<file path="src/rtl/transmitter_buffer.sv">
//==============================================================================
// Module      : transmitter_buffer
// Description : Transmit-side block buffer between the AES core and the UART
//               transmitter. 128-bit result blocks are queued in a small FIFO
//               and each block is serialised into 16 bytes, MSB byte first.
//               Each byte is handed to the UART with a tx_start/tx_done
//               handshake.
//
// Ports       : clk                    - system clock, rising edge
//               reset                  - synchronous active-high reset
//               block_aes_to_buffer    - 128-bit block to queue
//               write_en               - push block_aes_to_buffer this cycle
//               tx_done                - UART pulse: current byte fully sent
//               byte_buffer_to_UART_tx - registered byte for the UART
//               tx_start               - 1-cycle pulse: UART starts the byte
//               full / empty           - FIFO occupancy flags
//               busy                   - serialiser active (SEND or WAIT)
//               overflow               - sticky: a write was dropped while full
//
// Revision    : 1.0 - initial release
//==============================================================================
`default_nettype none

module transmitter_buffer #(
    parameter int DEPTH  = 4,
    parameter int ADDR_W = 2
) (
    input  logic         clk,
    input  logic         reset,
    input  logic [127:0] block_aes_to_buffer,
    input  logic         write_en,
    input  logic         tx_done,
    output logic [7:0]   byte_buffer_to_UART_tx,
    output logic         tx_start,
    output logic         full,
    output logic         empty,
    output logic         busy,
    output logic         overflow
);

    localparam logic [1:0] c_IDLE = 2'd0;
    localparam logic [1:0] c_SEND = 2'd1;
    localparam logic [1:0] c_WAIT = 2'd2;

    localparam logic [ADDR_W:0] c_PTR_ONE  = {{ADDR_W{1'b0}}, 1'b1};
    localparam logic [3:0]      c_LAST_BYTE = 4'd15;

    logic [127:0]    r_mem [DEPTH];
    logic [ADDR_W:0] r_wr_ptr;
    logic [ADDR_W:0] r_rd_ptr;
    logic [1:0]      r_state;
    logic [127:0]    r_shift;
    logic [3:0]      r_byte_cnt;
    logic            r_launch_pending;
    logic [7:0]      r_byte;
    logic            r_tx_start;
    logic            r_overflow;

    logic            w_empty;
    logic            w_full;
    logic            w_write;
    logic            w_pop;
    logic [127:0]    w_head;

    // Wrap bit distinguishes full from empty when the low address bits match.
    assign w_empty = (r_wr_ptr == r_rd_ptr);
    assign w_full  = (r_wr_ptr[ADDR_W-1:0] == r_rd_ptr[ADDR_W-1:0]) &&
                     (r_wr_ptr[ADDR_W] != r_rd_ptr[ADDR_W]);

    // full is taken from the registered pointers, so a write while full is
    // dropped even when the FSM pops in the same cycle.
    assign w_write = write_en && !w_full;
    assign w_pop   = (r_state == c_IDLE) && !w_empty;
    assign w_head  = r_mem[r_rd_ptr[ADDR_W-1:0]];

    // Storage needs no reset: resetting the pointers discards the contents.
    always_ff @(posedge clk) begin
        if (w_write) begin
            r_mem[r_wr_ptr[ADDR_W-1:0]] <= block_aes_to_buffer;
        end
    end

    always_ff @(posedge clk) begin
        if (reset) begin
            r_wr_ptr         <= '0;
            r_rd_ptr         <= '0;
            r_state          <= c_IDLE;
            r_shift          <= '0;
            r_byte_cnt       <= '0;
            r_launch_pending <= 1'b0;
            r_byte           <= '0;
            r_tx_start       <= 1'b0;
            r_overflow       <= 1'b0;
        end else begin
            r_tx_start <= 1'b0;

            if (w_write) begin
                r_wr_ptr <= r_wr_ptr + c_PTR_ONE;
            end
            if (write_en && w_full) begin
                r_overflow <= 1'b1;
            end

            case (r_state)
                c_IDLE: begin
                    // Outputs are registered on the way into SEND so the
                    // first byte and its start pulse appear in the SEND cycle.
                    if (w_pop) begin
                        r_shift    <= w_head;
                        r_rd_ptr   <= r_rd_ptr + c_PTR_ONE;
                        r_byte_cnt <= '0;
                        r_byte     <= w_head[127:120];
                        r_tx_start <= 1'b1;
                        r_state    <= c_SEND;
                    end
                end

                c_SEND: begin
                    r_state <= c_WAIT;
                end

                c_WAIT: begin
                    if (r_launch_pending) begin
                        // The shifted byte is launched one cycle after
                        // tx_done, so the spacing from tx_done to the next
                        // tx_start is the same inside a block and across a
                        // block boundary (where IDLE spends that cycle).
                        r_launch_pending <= 1'b0;
                        r_byte           <= r_shift[127:120];
                        r_tx_start       <= 1'b1;
                        r_state          <= c_SEND;
                    end else if (tx_done) begin
                        r_shift <= r_shift << 8;
                        if (r_byte_cnt == c_LAST_BYTE) begin
                            r_state <= c_IDLE;
                        end else begin
                            r_byte_cnt       <= r_byte_cnt + 4'd1;
                            r_launch_pending <= 1'b1;
                        end
                    end
                end

                default: begin
                    r_state <= c_IDLE;
                end
            endcase
        end
    end

    assign byte_buffer_to_UART_tx = r_byte;
    assign tx_start               = r_tx_start;
    assign full                   = w_full;
    assign empty                  = w_empty;
    assign busy                   = (r_state != c_IDLE);
    assign overflow               = r_overflow;

endmodule

`default_nettype wire
</file>
<file path="config.mk">
export PLATFORM = sky130hd
export DESIGN_NAME = transmitter_buffer
export DESIGN_NICKNAME = d
export VERILOG_FILES = /design/src/rtl/transmitter_buffer.sv
export SDC_FILE = /design/constraint.sdc
export NUM_CORES = 1
export LEC_CHECK = 0
export ABC_AREA = 1
export CAP_MARGIN = 20
export CORE_ASPECT_RATIO = 0.8
export CORE_MARGIN = 2
export CORE_UTILIZATION = 60
export DETAILED_ROUTE_END_ITERATION = 16
export PLACE_DENSITY = 0.8
export SLEW_MARGIN = 10
export SYNTH_ARGS = -nofsm -noshare
export SYNTH_HDL_FRONTEND = slang
export SYNTH_SLANG_ARGS = --single-unit
export TNS_END_PERCENT = 1
</file>
<file path="constraint.sdc">
create_clock -name clk -period 8.8 [get_ports clk]
set_clock_uncertainty 0.2 [all_clocks]
set_input_delay 1.76 -clock clk [delete_from_list [all_inputs] [get_ports clk]]
set_output_delay 1.76 -clock clk [all_outputs]
set_load 0.02 [all_outputs]
</file>
# Yosys cells after proc, flatten, opt, wreduce, memory -nomap -nowiden
# Memory sizes are Yosys's and may differ from the RTL's. A register that Yosys moved wholly into a read port is not among the register bits.
# Cells that the tools add are included.
[word_totals]
reg_bits = 151
mem_bits_rw = 512
in_bits = 132
out_inout_bits = 13
n_memories = 1
[op_classes]
addsub = 3
eq_ne = 13
n_mux = 27
reduce_logical = 14
[memory_table]
columns = ["memory", "words", "width", "read_ports", "rd_clocked_by_memory_dff", "wr", "line_no", "text"]
rows = [
  ["r_mem", 4, 128, 1, 1, 1, "48", "logic [127:0] r_mem [DEPTH];"],
]
[ops]
columns = ["cell", "n"]
rows = [
  ["$mux 128", 3],
  ["$pmux 128 s2", 1],
  ["$mux 4", 4],
  ["$mux 8", 2],
  ["$pmux 8 s2", 1],
  ["$mux 2", 6],
  ["$ne 2x2->1 const B", 5],
  ["$pmux 4 s2", 1],
  ["$mux 1", 7],
  ["$add 3x1->3 const B", 2],
  ["$ne 3x3->1 const B", 2],
  ["$pmux 2 s3", 1],
  ["$reduce_and 3->1", 2],
  ["$reduce_and 5->1", 1],
  ["$add 4x1->4 const B", 1],
  ["$eq 4x4->1 const B", 1],
  ["$logic_and 1x1->1", 4],
  ["$reduce_and 4->1", 1],
  ["$reduce_bool 2->1", 2],
  ["$eq 3x3->1", 1],
  ["$eq 2x1->1 const B", 1],
  ["$eq 2x2->1", 1],
  ["$eq 2x2->1 const B", 1],
  ["$logic_not 1->1", 2],
  ["other kinds (4)", 4],
]

# Logic depth before layout (Yosys ltp)
# Gate-level depths: netlist of the first run.
[depth]
ltp_word = 6
ltp_mapped = 10
ltp_nobuf = 9

# Worst setup path after synthesis of the first run
# Ideal clock, no wire load.
[synth_timing]
kind = "input-to-reg"
startpoint = "input write_en"
endpoint = "memory r_mem[0][0], enable pin"
setup_time_ns = 0.617
t_arrival_ns = 7.229
t_required_ns = 7.983
setup_slack_ns = 0.754
stages = 2
path_buffers = 0
cell_sequence = "nand2_1 -> nor2_1"
[synth_between]
elab_chain_cells = 3
[synth_rtl]
columns = ["element", "line_no", "text"]
rows = [
  ["from (decl)", "31", "input logic write_en,"],
  ["$logic_and 1x1->1", "72", "assign w_write = write_en && !w_full;"],
  ["$mux 1", "78", "if (w_write) begin"],
  ["$mux 1 (not written as such)", "79", "r_mem[r_wr_ptr[ADDR_W-1:0]] <= block_aes_to_buffer;"],
  ["to (decl)", "48", ""],
]
# No other way between the ends.

# Worst setup path after layout of the first run
[layout_timing]
startpoint = "input write_en"
endpoint = "memory r_mem[0][48], enable pin"
# The elaborated chain is that of the path after synthesis.

==> results of run 1 <==
-- tightest hold or removal path, stage by stage (launching register included) --
cell	delay [ns]
dfxtp_1	0.32
a21oi_1	0.04
nor2_1	0.09
-- path summary, 6_finish.rpt --
kind	start	endpoint	slack, ns
hold reg to reg	r_shift[2]	r_shift[2]	0.29
hold / removal	r_shift[2]	r_shift[2]	0.29
setup / recovery	write_en	r_mem[0][48]	4.44
setup reg to reg	r_wr_ptr[1]	r_mem[0][48]	5.19
-- flip-flops by register name, indices dropped and copies added, names as in the netlist, named ones only --
register	cells
r_wr_ptr	3
r_shift	128
r_byte_cnt	4
r_rd_ptr	3
overflow	1
r_launch_pending	1
r_state	2
tx_start	1
r_mem	512
byte_buffer_to_UART_tx	8
-- kinds of logic after synthesis --
family	Yosys count	share of synthesized area (%)
fa+ha+maj	6	0.2588
simple gates	1670	22.97
flops	665	63.56
xor+xnor	3	0.1165
compound gates	141	2.433
buf+inv	781	10.67
-- power groups by stage --
stage | Clock, uW | Combinational, uW | Sequential, uW
6_report | 2760 | 4030 | 4010
5_1_grt | 2910 | 4580 | 4040
4_1_cts | 2800 | 3970 | 4010
3_5_place_dp | 0 | 3930 | 4070
3_3_place_gp | 0 | 3790 | 4050
2_1_floorplan | 0 | 3000 | 4040
-- through the flow --
step / hold slack, ns / area, um2 / setup WS [ns] / instances
after floorplan: 0.2519 / 29010 / 0.7537 / 3266
after global placement: 0.2620 / 30700 / 3.950 / 3899
after detailed placement: 0.2759 / 30700 / 3.894 / 3899
after CTS: 0.2906 / 32820 / 4.527 / 4019
after global routing: 0.3101 / 32920 / 4.358 / 4025
final: 0.2865 / 32920 / 4.440 / 4025
-- area by class of cell --
cell class / count / area (um2) / area share (%)
diodes: 2 / 5.005 / 0.01520
clock buffers: 103 / 1959 / 5.951
clock inverters: 17 / 160.2 / 0.4865
inverters: 622 / 2345 / 7.122
multi-input cells: 1820 / 7535 / 22.89
flip-flops and latches: 665 / 18450 / 56.03
well taps: 629 / 787.0 / 2.390
repair buffers: 167 / 1687 / 5.123
-- placed cells by master, fill, tap and decap left out, types with 2 or more instances in the layout --
cell	netlist	layout
dfxtp_4	0	2
clkbuf_2	0	2
nor2_1	320	316
nand3_1	250	250
clkbuf_1	68	24
inv_4	0	2
clkbuf_16	0	71
clkinv_2	0	4
edfxtp_1	512	512
xor2_1	2	2
nor2_4	1	5
diode_2	0	2
ha_1	6	6
dfxtp_1	153	151
clkinv_1	0	8
buf_4	3	19
inv_6	0	2
clkbuf_8	0	6
nand2_8	0	2
nand3b_1	9	9
bufinv_16	0	3
a21oi_1	18	18
buf_16	0	3
inv_1	619	618
o21ai_0	123	123
nand2_1	1081	1081
clkdlybuf4s50_1	0	144
-- layer usage --
layer	wire (um)	track usage (%)
met3	4828	4.499
met5	25	0
met1	27130	34.35
met4	1439	7.638
met2	31600	44.38
==> results_dict.tcl, run 1 <==
set metrics [dict create \
    fillers 3532 \
    critical-path-top-delay-family "buffers and inverters" \
    grt_pass1_wl_mm 103.2 \
    area_delta_synth_final_pct 13.49 \
    reg2reg_depth 7 \
    grtUsageTotal_pct 26.00 \
    status "completed" \
    relSlewSlack_pct 27.82 \
    synth_edf_count 512 \
    cellPowerDensity_nw_per_um2 328.2 \
    min_period_over_period_pct 49.55 \
    ys_seq_area_share_pct 63.56 \
    fmax_mhz 229.3 \
    clock_latency_ns 0.60 \
    drive_gt1_share_pct 3.801 \
    die_area_um2 50140 \
    dr.pass1.iters 9 \
    nets 3480 \
    synth_cell_type_count 26 \
    die_h_um 200.7 \
    cp.required_ns 8.80 \
    initial_utilization_pct 60.42 \
    critPathSlowestCell "buf_4" \
    htree_num_levels 3 \
    numClockSinks 665 \
    clockBufferDepth 3 \
    netlist_area_um2 29010 \
    synth_top_area_share_pct 53.00 \
    post_cts_buffers 0 \
    p_comb_share_pct 37.3 \
    power.switching_uw 4126 \
    worst_pin_slew_ns 1.083 \
    drv_cap 0 \
    routed_wl_mm 65.02 \
    synth_most_common_cell "nand2_1" \
    routabilityCongestion 0.8128 \
    cts_tree "done" \
    grt_overflow 0 \
    hold_path_class "flop to flop" \
    power.leakage_uw 0.01510 \
    syn_inst 3266 \
    hpwl_mm 38.21 \
    fp.coreArea_um2 48020 \
    hold_buffers 0 \
    root_buffer "clkbuf_16" \
    finalHoldViolations 0 \
    swShare_pct 38.19 \
    num_rows 72 \
    wl_per_cell_um 16.15 \
    drtIter0Drc 2138 \
    rsz0062_at_grt "no" \
    holdPathStages 2 \
    antenna_found_initial 5 \
    cp_data_arrival_time_ns 4.36 \
    setup_viol 0 \
    totalPowerFinal_uw 10800 \
    slew_violations 0 \
    synthArstFlopShare_pct 0 \
    synth_ff_type "edfxtp_1" \
    cp.depth 4 \
    syn_area_per_cell_um2 8.883 \
    cpPeakStageDelay_ns 0.88 \
    postLayoutCoreUtil_pct 68.57 \
    drc_errors 0 \
    seqPwrFrac_pct 37.1 \
    intPower_uw 6678 \
    synth_nets 3404 \
    clk_pin_slew_ns 0.06 \
    path_buf_inv 2 \
    cp-end-kind "flop" \
    ant_nets 0 \
    cts_repair_resize_count 0 \
    start_kind "primary input" \
    vias_per_cell 5.193 \
    worstSetupPathType "primary input to flop" \
    yosysTopAreaCell "edfxtp_1" \
    io_pins 145 \
    yosys_warnings 0 \
    grt_pass1_vias 20490 \
    worst-path-max-fanout 66 \
    grt_max_degree 138 \
    layout_min_cycle_time_ns 4.360 \
    clockPowerShare_pct 25.5 \
    port-buffer-count 144 \
    fin_setup_tns_ns 0 \
    ir_drop_mv 0.2544 \
    worstPathCellList "clkdlybuf4s50_1, nand2_1, nor2_4, buf_4" \
    vias 20900 \
    synth_area_leaders "edfxtp_1, nand2_1, dfxtp_1" \
    die_w_um 249.8 \
    yosys-top-cells-count "nand2_1, inv_1, edfxtp_1, nor2_1, nand3_1" \
    ys_ff_latch 665 \
    cts_buffers 66 \
]
No activity file was read; power rests on OpenSTA's default activity.
==> run 2: changes to the inputs <==
--- a/config.mk
+++ b/config.mk
@@ -9,9 +9,9 @@
 export CAP_MARGIN = 20
 export CORE_ASPECT_RATIO = 0.8
 export CORE_MARGIN = 2
-export CORE_UTILIZATION = 60
+export CORE_UTILIZATION = 54
 export DETAILED_ROUTE_END_ITERATION = 16
-export PLACE_DENSITY = 0.8
+export PLACE_DENSITY = 0.76
 export SLEW_MARGIN = 10
 export SYNTH_ARGS = -nofsm -noshare
 export SYNTH_HDL_FRONTEND = slang
==> constraint.sdc (replaced) <==
create_clock -name clk -period 3.7 [get_ports clk]
set_clock_uncertainty 0.2 [all_clocks]
set_input_delay 0.74 -clock clk [delete_from_list [all_inputs] [get_ports clk]]
set_output_delay 0.74 -clock clk [all_outputs]
set_load 0.02 [all_outputs]
==> run 2 against run 1 <==
Hold slack lost 0.0034 ns. Via count shrank 2.8%. Wire length shrank 3.7%. Register-to-register slack lost 4.2 ns. First-iteration DRC count shrank 13%. Sequential power grew 140%. Critical path depth grew 2. Worst setup slack lost 4.0 ns. Combinational power grew 140%. Die area grew 11%. Design area grew 1.1%. Largest cell class unchanged. Highest routed layer unchanged.
==> results_dict.tcl, run 2 (same netlist as run 1, synthesis figures left out) <==
set metrics [dict create \
    fin_setup_tns_ns 0 \
    grt_pass1_wl_mm 99.95 \
    vias_per_cell 4.952 \
    clk_pin_slew_ns 0.06 \
    fillers 4207 \
    clock_latency_ns 0.60 \
    cts_buffers 66 \
    clockBufferDepth 3 \
    vias 20320 \
    die_w_um 263.1 \
    nets 3494 \
    cellPowerDensity_nw_per_um2 769.9 \
    reg2reg_depth 8 \
    port-buffer-count 144 \
    htree_num_levels 3 \
    setup_viol 0 \
    drc_errors 0 \
    grt_overflow 0 \
    hold_end "overflow" \
    hold_buffers 0 \
    grt_pass1_vias 19460 \
    start_kind "flop" \
    drtIter0Drc 1865 \
    post_cts_buffers 0 \
    die_h_um 211.3 \
    area_delta_synth_final_pct 14.77 \
    hold_start "overflow" \
    fp.coreArea_um2 52740 \
    num_rows 75 \
    cts_repair_resize_count 0 \
    drive_gt1_share_pct 4.077 \
    largest_reg_flops 512 \
    final_cell_mix "nand2_1, inv_1, edfxtp_1, nor2_1, nand3_1" \
    multi_input_area_um2 7535 \
    r2r-end "r_shift[53]" \
    die_area_um2 55600 \
    power.leakage_uw 0.01521 \
    routabilityCongestion 0.7863 \
    whs_ns 0.2831 \
    worstSetupStartpoint "r_rd_ptr[2]" \
    initial_utilization_pct 55.01 \
    root_buffer "clkbuf_16" \
    cp.required_ns 2.76 \
    hold_path_class "flop to flop" \
    final_common_cell "nand2_1" \
    grtUsageTotal_pct 22.68 \
    hpwl_mm 37.26 \
    worstSetupPathType "flop to output pin" \
    dr.pass1.iters 5 \
    instances_no_fill 4104 \
    relSlewSlack_pct 24.51 \
    regToRegSetupSlack_ns 1.01 \
    antenna_found_initial 3 \
    ir_drop_mv 0.5828 \
    fmax_mhz 311.0 \
    totalPowerFinal_uw 25640 \
    worst-path-max-fanout 4 \
    rsz0062_at_grt "no" \
    io_pins 145 \
    seq_area_um2 18450 \
    drv_cap 0 \
    r2r-start "r_state[1]" \
    slew_violations 0 \
    cp-end-kind "output pin" \
    holdPathStages 2 \
    wl_per_cell_um 15.25 \
    ant_nets 0 \
    worst_pin_slew_ns 1.132 \
    cp_data_arrival_time_ns 2.28 \
    numClockSinks 665 \
    grt_max_degree 203 \
    min_period_over_period_pct 86.91 \
    status "completed" \
    placed_cells 3981 \
    cts_tree "done" \
    finalHoldViolations 0 \
    layout_min_cycle_time_ns 3.216 \
    routed_wl_mm 62.59 \
]
## run 2: cell count changes in the layout (fill, tap and decap cells not counted), sizes merged
cell      delta
buf         +14
bufinv       -2
clkbuf       -2
clkinv       +5
clkinvlp     +1
inv          -1
## run 2: area by class of cell
class                           count  share of cell area (%)
Antenna cell                        2                 0.01503
Sequential cell                   665                   55.40
Inverter                          622                   7.042
Clock inverter                     20                  0.3344
Clock buffer                      101                   5.986
Timing Repair Buffer              181                   5.990
Multi-Input combinational cell   1820                   22.63
Tap cell                          693                   2.604
## run 2: critical path, cell delays in order, from the launching register on
cell,delay [ns]
dfxtp_1,0.41
inv_1,0.06
nand2_1,0.06
nand2_1,0.10
nand3b_1,0.31
inv_1,0.14
clkdlybuf4s50_1,0.61
## run 2: per-stage QoR
stage	setup WS (ns)	area [um2]	utilization [%]
2_1_floorplan	-1.209	29020	-
3_3_place_gp	0.6521	31190	59.13
3_5_place_dp	0.6625	31190	59.13
4_1_cts	0.4768	33290	63.12
5_1_grt	0.3288	33290	63.13
6_report	0.4843	33300	63.13
## run 2: worst max-delay path by stage
stage	endpoint	slack, ns	cells past startpoint
after detailed placement	r_mem[0][57]	0.66	4
final	full	0.48	6
after CTS	full	0.48	6
after global routing	full	0.33	6
after floorplan	r_mem[0][0]	-1.21	2
after global placement	r_mem[0][52]	0.65	4
## run 2: layer usage
metal	routed length, um	part of all wire (%)	track usage, %	vias up
met5	13	0.021	0	-
li1	-	-	-	10230
met2	29480	47	37.27	555
met3	4017	6.4	4.327	89
met4	1139	1.8	5.892	2
met1	27940	45	31.26	9451
## run 2: report_power, final
part / total (uW) / switching, uW / internal (uW) / leakage (uW)
registers: 9450 / 354 / 9090 / 0.00597
clock network: 6520 / 2740 / 3790 / 0.00102
logic: 9670 / 6630 / 3030 / 0.00822
total: 25600 / 9720 / 15900 / 0.0152
